`config.mk`:
```
export PLATFORM = sky130hd
export DESIGN_NAME = fpu_arbiter
export DESIGN_NICKNAME = d
export VERILOG_FILES = /design/src/rtl/fpu_pkg.sv /design/src/rtl/fpu_rr_arb2.sv /design/src/rtl/fpu_arbiter.sv
export SDC_FILE = /design/constraint.sdc
export NUM_CORES = 1
export LEC_CHECK = 0
export CAP_MARGIN = 10
export CORE_AREA = 2 2 120 122
export DETAILED_ROUTE_END_ITERATION = 12
export DIE_AREA = 0 0 122 124
export HOLD_SLACK_MARGIN = 0.02
export PLACE_DENSITY = 0.88
export REMOVE_ABC_BUFFERS = 1
export SLEW_MARGIN = 10
export SYNTH_ARGS = -nofsm -noshare
export SYNTH_HDL_FRONTEND = slang
export SYNTH_SLANG_ARGS = --single-unit
export TNS_END_PERCENT = 1
```
`constraint.sdc`:
```
create_clock -name clk -period 2 [get_ports clk]
set_input_delay 0.3 -clock clk [delete_from_list [all_inputs] [get_ports clk]]
set_output_delay 0.3 -clock clk [all_outputs]
set_load 0.05 [all_outputs]
```
`src/rtl/fpu_pkg.sv`:
```
`default_nettype none
// +-----------------------------------------------------------------------+
// | fpu_pkg : shared types and constants for the FPU arbiter slice        |
// | rev 1.0 : initial release                                             |
// +-----------------------------------------------------------------------+
package fpu_pkg;

  localparam int SIGN_W = 1;
  localparam int EXP_W  = 7;
  localparam int MANT_W = 24;
  localparam int WORD_W = SIGN_W + EXP_W + MANT_W;

  localparam int STAT_EXACT     = 0;
  localparam int STAT_OVERFLOW  = 1;
  localparam int STAT_UNDERFLOW = 2;
  localparam int STAT_INEXACT   = 3;
  localparam int STAT_W         = STAT_INEXACT + 1;

  typedef logic [WORD_W-1:0] word_t;
  typedef logic [STAT_W-1:0] status_t;

  // Every defined status flag; undefined bits from the FPU never reach a requester.
  localparam status_t STAT_MASK = status_t'((1 << STAT_EXACT) | (1 << STAT_OVERFLOW) |
                                            (1 << STAT_UNDERFLOW) | (1 << STAT_INEXACT));

  typedef enum logic [1:0] {
    IDLE  = 2'd0,
    ISSUE = 2'd1,
    WAIT  = 2'd2,
    RESP  = 2'd3
  } state_e;

endpackage
`default_nettype wire

```
`src/rtl/fpu_rr_arb2.sv`:
```
`default_nettype none
// +-----------------------------------------------------------------------+
// | fpu_rr_arb2 : two-way round-robin grant, one-hot output               |
// | rev 1.0 : initial release                                             |
// +-----------------------------------------------------------------------+
module fpu_rr_arb2 (
  input  logic       valid0_i,
  input  logic       valid1_i,
  input  logic       last_grant_i,
  output logic [1:0] grant_o
);

  always_comb begin
    grant_o = 2'b00;
    if (valid0_i && valid1_i) begin
      // Contention goes to whichever port was not served last.
      grant_o = last_grant_i ? 2'b01 : 2'b10;
    end else if (valid0_i) begin
      grant_o = 2'b01;
    end else if (valid1_i) begin
      grant_o = 2'b10;
    end
  end

endmodule
`default_nettype wire

```
`src/rtl/fpu_arbiter.sv`:
```
`default_nettype none
// +-----------------------------------------------------------------------+
// | fpu_arbiter : shares one FPU between two requesters, one op in flight |
// | rev 1.0 : initial release                                             |
// +-----------------------------------------------------------------------+
module fpu_arbiter
  import fpu_pkg::*;
#(
  parameter int TIMEOUT_CYCLES = 64
) (
  input  logic              clk,
  input  logic              reset,

  input  logic              req0_valid,
  output logic              req0_ready,
  input  logic [WORD_W-1:0] req0_a,
  input  logic [WORD_W-1:0] req0_b,
  input  logic              req1_valid,
  output logic              req1_ready,
  input  logic [WORD_W-1:0] req1_a,
  input  logic [WORD_W-1:0] req1_b,

  output logic              rsp0_valid,
  input  logic              rsp0_ready,
  output logic [WORD_W-1:0] rsp0_data,
  output logic [STAT_W-1:0] rsp0_status,
  output logic              rsp1_valid,
  input  logic              rsp1_ready,
  output logic [WORD_W-1:0] rsp1_data,
  output logic [STAT_W-1:0] rsp1_status,

  output logic [WORD_W-1:0] fpu_a,
  output logic [WORD_W-1:0] fpu_b,
  output logic              fpu_start,
  input  logic              fpu_done,
  input  logic [WORD_W-1:0] fpu_data,
  input  logic [STAT_W-1:0] fpu_status,

  output logic              timeout
);

  localparam int CNT_W = (TIMEOUT_CYCLES > 1) ? $clog2(TIMEOUT_CYCLES) : 1;
  localparam logic [CNT_W-1:0] CNT_LAST = CNT_W'(TIMEOUT_CYCLES - 1);

  state_e           state_q,      state_d;
  logic             last_grant_q, last_grant_d;
  logic             gnt_q,        gnt_d;
  word_t            op_a_q,       op_a_d;
  word_t            op_b_q,       op_b_d;
  logic [CNT_W-1:0] cnt_q,        cnt_d;
  word_t            res_data_q,   res_data_d;
  status_t          res_stat_q,   res_stat_d;

  logic [1:0]       w_grant;
  logic             w_rsp_ready;

  fpu_rr_arb2 u_rr (
    .valid0_i     (req0_valid),
    .valid1_i     (req1_valid),
    .last_grant_i (last_grant_q),
    .grant_o      (w_grant)
  );

  assign w_rsp_ready = gnt_q ? rsp1_ready : rsp0_ready;

  always_ff @(posedge clk or negedge reset) begin
    if (!reset) begin
      state_q      <= IDLE;
      last_grant_q <= 1'b1;
      gnt_q        <= 1'b0;
      op_a_q       <= '0;
      op_b_q       <= '0;
      cnt_q        <= '0;
      res_data_q   <= '0;
      res_stat_q   <= '0;
    end else begin
      state_q      <= state_d;
      last_grant_q <= last_grant_d;
      gnt_q        <= gnt_d;
      op_a_q       <= op_a_d;
      op_b_q       <= op_b_d;
      cnt_q        <= cnt_d;
      res_data_q   <= res_data_d;
      res_stat_q   <= res_stat_d;
    end
  end

  always_comb begin
    state_d      = state_q;
    last_grant_d = last_grant_q;
    gnt_d        = gnt_q;
    op_a_d       = op_a_q;
    op_b_d       = op_b_q;
    cnt_d        = cnt_q;
    res_data_d   = res_data_q;
    res_stat_d   = res_stat_q;
    req0_ready   = 1'b0;
    req1_ready   = 1'b0;
    rsp0_valid   = 1'b0;
    rsp1_valid   = 1'b0;
    fpu_start    = 1'b0;
    timeout      = 1'b0;

    unique case (state_q)
      IDLE: begin
        // The reset qualifier keeps ready low while reset is held, even though the state already reads IDLE.
        if (reset && (w_grant != 2'b00)) begin
          req0_ready   = w_grant[0];
          req1_ready   = w_grant[1];
          gnt_d        = w_grant[1];
          last_grant_d = w_grant[1];
          op_a_d       = w_grant[1] ? req1_a : req0_a;
          op_b_d       = w_grant[1] ? req1_b : req0_b;
          state_d      = ISSUE;
        end
      end

      ISSUE: begin
        fpu_start = 1'b1;
        cnt_d     = '0;
        state_d   = WAIT;
      end

      WAIT: begin
        if (fpu_done) begin
          res_data_d = fpu_data;
          res_stat_d = fpu_status & STAT_MASK;
          state_d    = RESP;
        end else if (cnt_q == CNT_LAST) begin
          timeout    = 1'b1;
          res_data_d = '0;
          res_stat_d = '0;
          state_d    = RESP;
        end else begin
          cnt_d = cnt_q + CNT_W'(1);
        end
      end

      RESP: begin
        rsp0_valid = ~gnt_q;
        rsp1_valid = gnt_q;
        if (w_rsp_ready) begin
          state_d = IDLE;
        end
      end

      default: state_d = IDLE;
    endcase
  end

  assign fpu_a       = op_a_q;
  assign fpu_b       = op_b_q;
  assign rsp0_data   = res_data_q;
  assign rsp1_data   = res_data_q;
  assign rsp0_status = res_stat_q;
  assign rsp1_status = res_stat_q;

endmodule
`default_nettype wire

```
==> results.json <==
{
  "outcome": "finished, final reports clean",
  "path_class": "reg -> out",
  "arrival_ns": 1.61,
  "antenna_found_initial": 0,
  "grt_usage_pct": 20.3,
  "synthTopCellsByArea": "dfrtp_1 52%, mux2i_1 13%, a22o_1 6.1%",
  "maxSlewViolCount": 0,
  "required_ns": 1.70,
  "cts_buffer_depth": 2,
  "gr-total-overflow": 0,
  "cts_root_buffer": "clkbuf_16",
  "tightestPinTransition_ns": 0.581,
  "synth_seq_cells": 110,
  "clock_skew_ns": 0.00779,
  "final_cell_mix": "301 x clkdlybuf4s50_1, 109 x dfrtp_1, 68 x nand2_1",
  "routed_via_density": 4.90,
  "rsz0062_at_grt": "no",
  "n_fill_cell": 1057,
  "seq_area_frac_synth_pct": 52.9,
  "crit_chain": "ha_2 > nand4_4 > or2_4 > nor2_4 > buf_12",
  "finalCriticalPeriod_ns": 1.91,
  "ant_nets": 0,
  "cpPeakStageDelay_ns": 0.37,
  "hold_viol": 0,
  "fin_util_pct": 63.6,
  "maxCapViolations": 0,
  "hp-class": "in -> async",
  "ctsHtreeMaxLevel": 3,
  "drcViolationCount": 0,
  "instances_no_fill": 937,
  "pre_cts_ws_ns": 0.0735,
  "final_common_cell": "clkdlybuf4s50_1",
  "cp_max_fo": 4,
  "grt_max_degree": 111,
  "cp-start-kind": "register",
  "max_clock_freq_mhz": 525,
  "core.rowCount": 43,
  "dieHeight_um": 124,
  "first_pass_iters": 4,
  "clk_pin_slew_ns": 0.07,
  "post-route-period-util_pct": 95.3,
  "nNetsFinal": 929,
  "worst_setup_path_end_kind": "primary output",
  "hold_buffers": 0,
  "place.gp.congestion": 0.829,
  "slew_headroom_pct": 61.3,
  "layout-area-overhead-vs-synth_pct": 67.7,
  "io_pins": 313,
  "synth_cell_types": 38,
  "clock_latency_ns": 0.34,
  "cellPowerDensity_mw_per_mm2": 1780,
  "synth.largest_area_cell": "dfrtp_1",
  "cts_tree": "done",
  "placed_cells": 918,
  "avgSynthCellArea_um2": 11.2,
  "grt_pass1_wl_mm": 23.7,
  "coreArea_mm2": 0.0137,
  "setup_ws_ns": 0.0944,
  "final_area_mm2": 0.00872,
  "grt_pass1_vias": 4644,
  "yosys_warnings": 0,
  "avgRoutedWirePerCell_um": 16.5,
  "insertedDiodeCount": 0,
  "synth_area_mm2": 0.00520,
  "placed_cell_area_mm2": 0.00837,
  "rr_worst_depth": 6,
  "p_leak_nw": 3.87,
  "finalSetupTns_ns": 0,
  "dp_hpwl_mm": 12.0,
  "peakVddDrop_mv": 0.986,
  "setup_viol": 0,
  "cts_sinks": 110,
  "drive_above_1_share_pct": 8.98,
  "die-area_mm2": 0.0151,
  "vias": 4594,
  "syn_inst": 464,
  "netlist.area_leader.share_pct": 52.4,
  "wirelength_mm": 15.4,
  "cpMaxStageDelayCell": "dfrtp_1",
  "die_w_um": 122,
  "cts-buffers-inserted": 9,
  "start_util_pct": 37.9,
  "portBuffers": 312,
  "drtIter0Drc": 185
}
-- kinds of logic after synthesis --
kind of cell / count (synthesis) / share of synthesized area, %
mux: 66 / 12.7
fa+ha+maj: 6 / 1.44
buf+inv: 68 / 10.1
flops: 110 / 52.9
xor+xnor: 1 / 0.168
compound gates: 119 / 14.8
simple gates: 94 / 7.89
-- metrics by stage --
stage	power [W]	hold WS (ns)
after floorplan	0.00995	0.00441
after CTS	0.0157	0.0709
after global placement	0.0136	0.448
after detailed placement	0.0138	0.443
final	0.0156	0.0542
after global routing	0.0163	0.0898
-- worst paths after layout --
kind,startpoint,to,slack [ns]
setup / recovery,cnt_q[0]$_DFFE_PN0P_,timeout,0.09
hold / removal,reset,fpu_b[11]$_DFFE_PN0P_,0.05
setup reg to reg,state_q[0]$_DFFE_PN0P_,state_q[1]$_DFFE_PN0P_,0.36
hold reg to reg,fpu_a[19]$_DFFE_PN0P_,fpu_a[19]$_DFFE_PN0P_,0.48
max in group asynchronous,reset,fpu_b[14]$_DFFE_PN0P_,1.52
min in group clk,reset,last_grant_q$_DFFE_PN1P_,0.33
-- repair_timing --
item | in CTS | in global routing
setup buffers | 2 | 1
cloned | 0 | 0
setup endpoints to repair | 3 | 3
endpoints found under the hold margin | 0 | 0
resized for setup | 4 | 7
-- flip-flops by register name, summed over array words and instances (netlist names) --
register / count
cnt_q: 6
fpu_a: 32
fpu_b: 32
gnt_q: 1
last_grant_q: 1
rsp0_data: 32
rsp0_status: 4
state_q: 2
-- Yosys cell counts --
library cell  count
mux2i_1          66
buf_6             3
o21ai_0          17
or3_1             1
nand2_1          68
a21o_1            1
dfrtp_1         109
o21bai_1          1
a41oi_1           1
buf_12            5
ha_1              6
a22oi_1           1
a31o_1            1
dfstp_2           1
inv_1             4
o21ai_1          51
o21ai_2           1
and2_1            5
nand4_1           2
nand3_1           4
nand4_2           1
a31oi_1           1
a22o_1           36
nor2b_1           2
buf_8             1
buf_4            39
nand2b_1          3
o211ai_1          2
a21oi_1           5
nand2_2           1
clkbuf_1         11
a21boi_4          1
nor2_1            4
or2_2             1
and3_1            1
and2b_1           1
buf_2             5
xor2_1            1
-- layout make-up --
type	count	area, µm²	area share [%]
inverter	4	15.0	0.172
clock inverter	4	45.0	0.516
tap	180	225	2.58
clock buffer	12	256	2.94
timing repair buffer	341	3460	39.7
multi-input combinational	286	1960	22.5
sequential	110	2750	31.6
-- critical path: cells and delay by family, from the launching register on --
family / cells / cell delay (ns)
simple gates: 3 / 0.52
flops: 1 / 0.37
fa+ha+maj: 1 / 0.23
buf+inv: 1 / 0.14
-- power by group --
| part | internal, W | leakage, nW | total [W] | switching (W) |
|---|---|---|---|---|
| clock network | 0.00103 | 0.152 | 0.00181 | 0.000779 |
| registers | 0.00322 | 1.38 | 0.00391 | 0.000687 |
| logic | 0.00344 | 2.33 | 0.00983 | 0.00639 |
| total | 0.00770 | 3.87 | 0.0156 | 0.00786 |
-- layer usage --
layer | GRT usage (%) | part of all wire [%]
met2 | 35.6 | 51
met3 | 6.78 | 8.9
met1 | 22.7 | 37
met4 | 8.26 | 2.8
met5 | 0 | 0
Power figures use the tool's default switching activity.
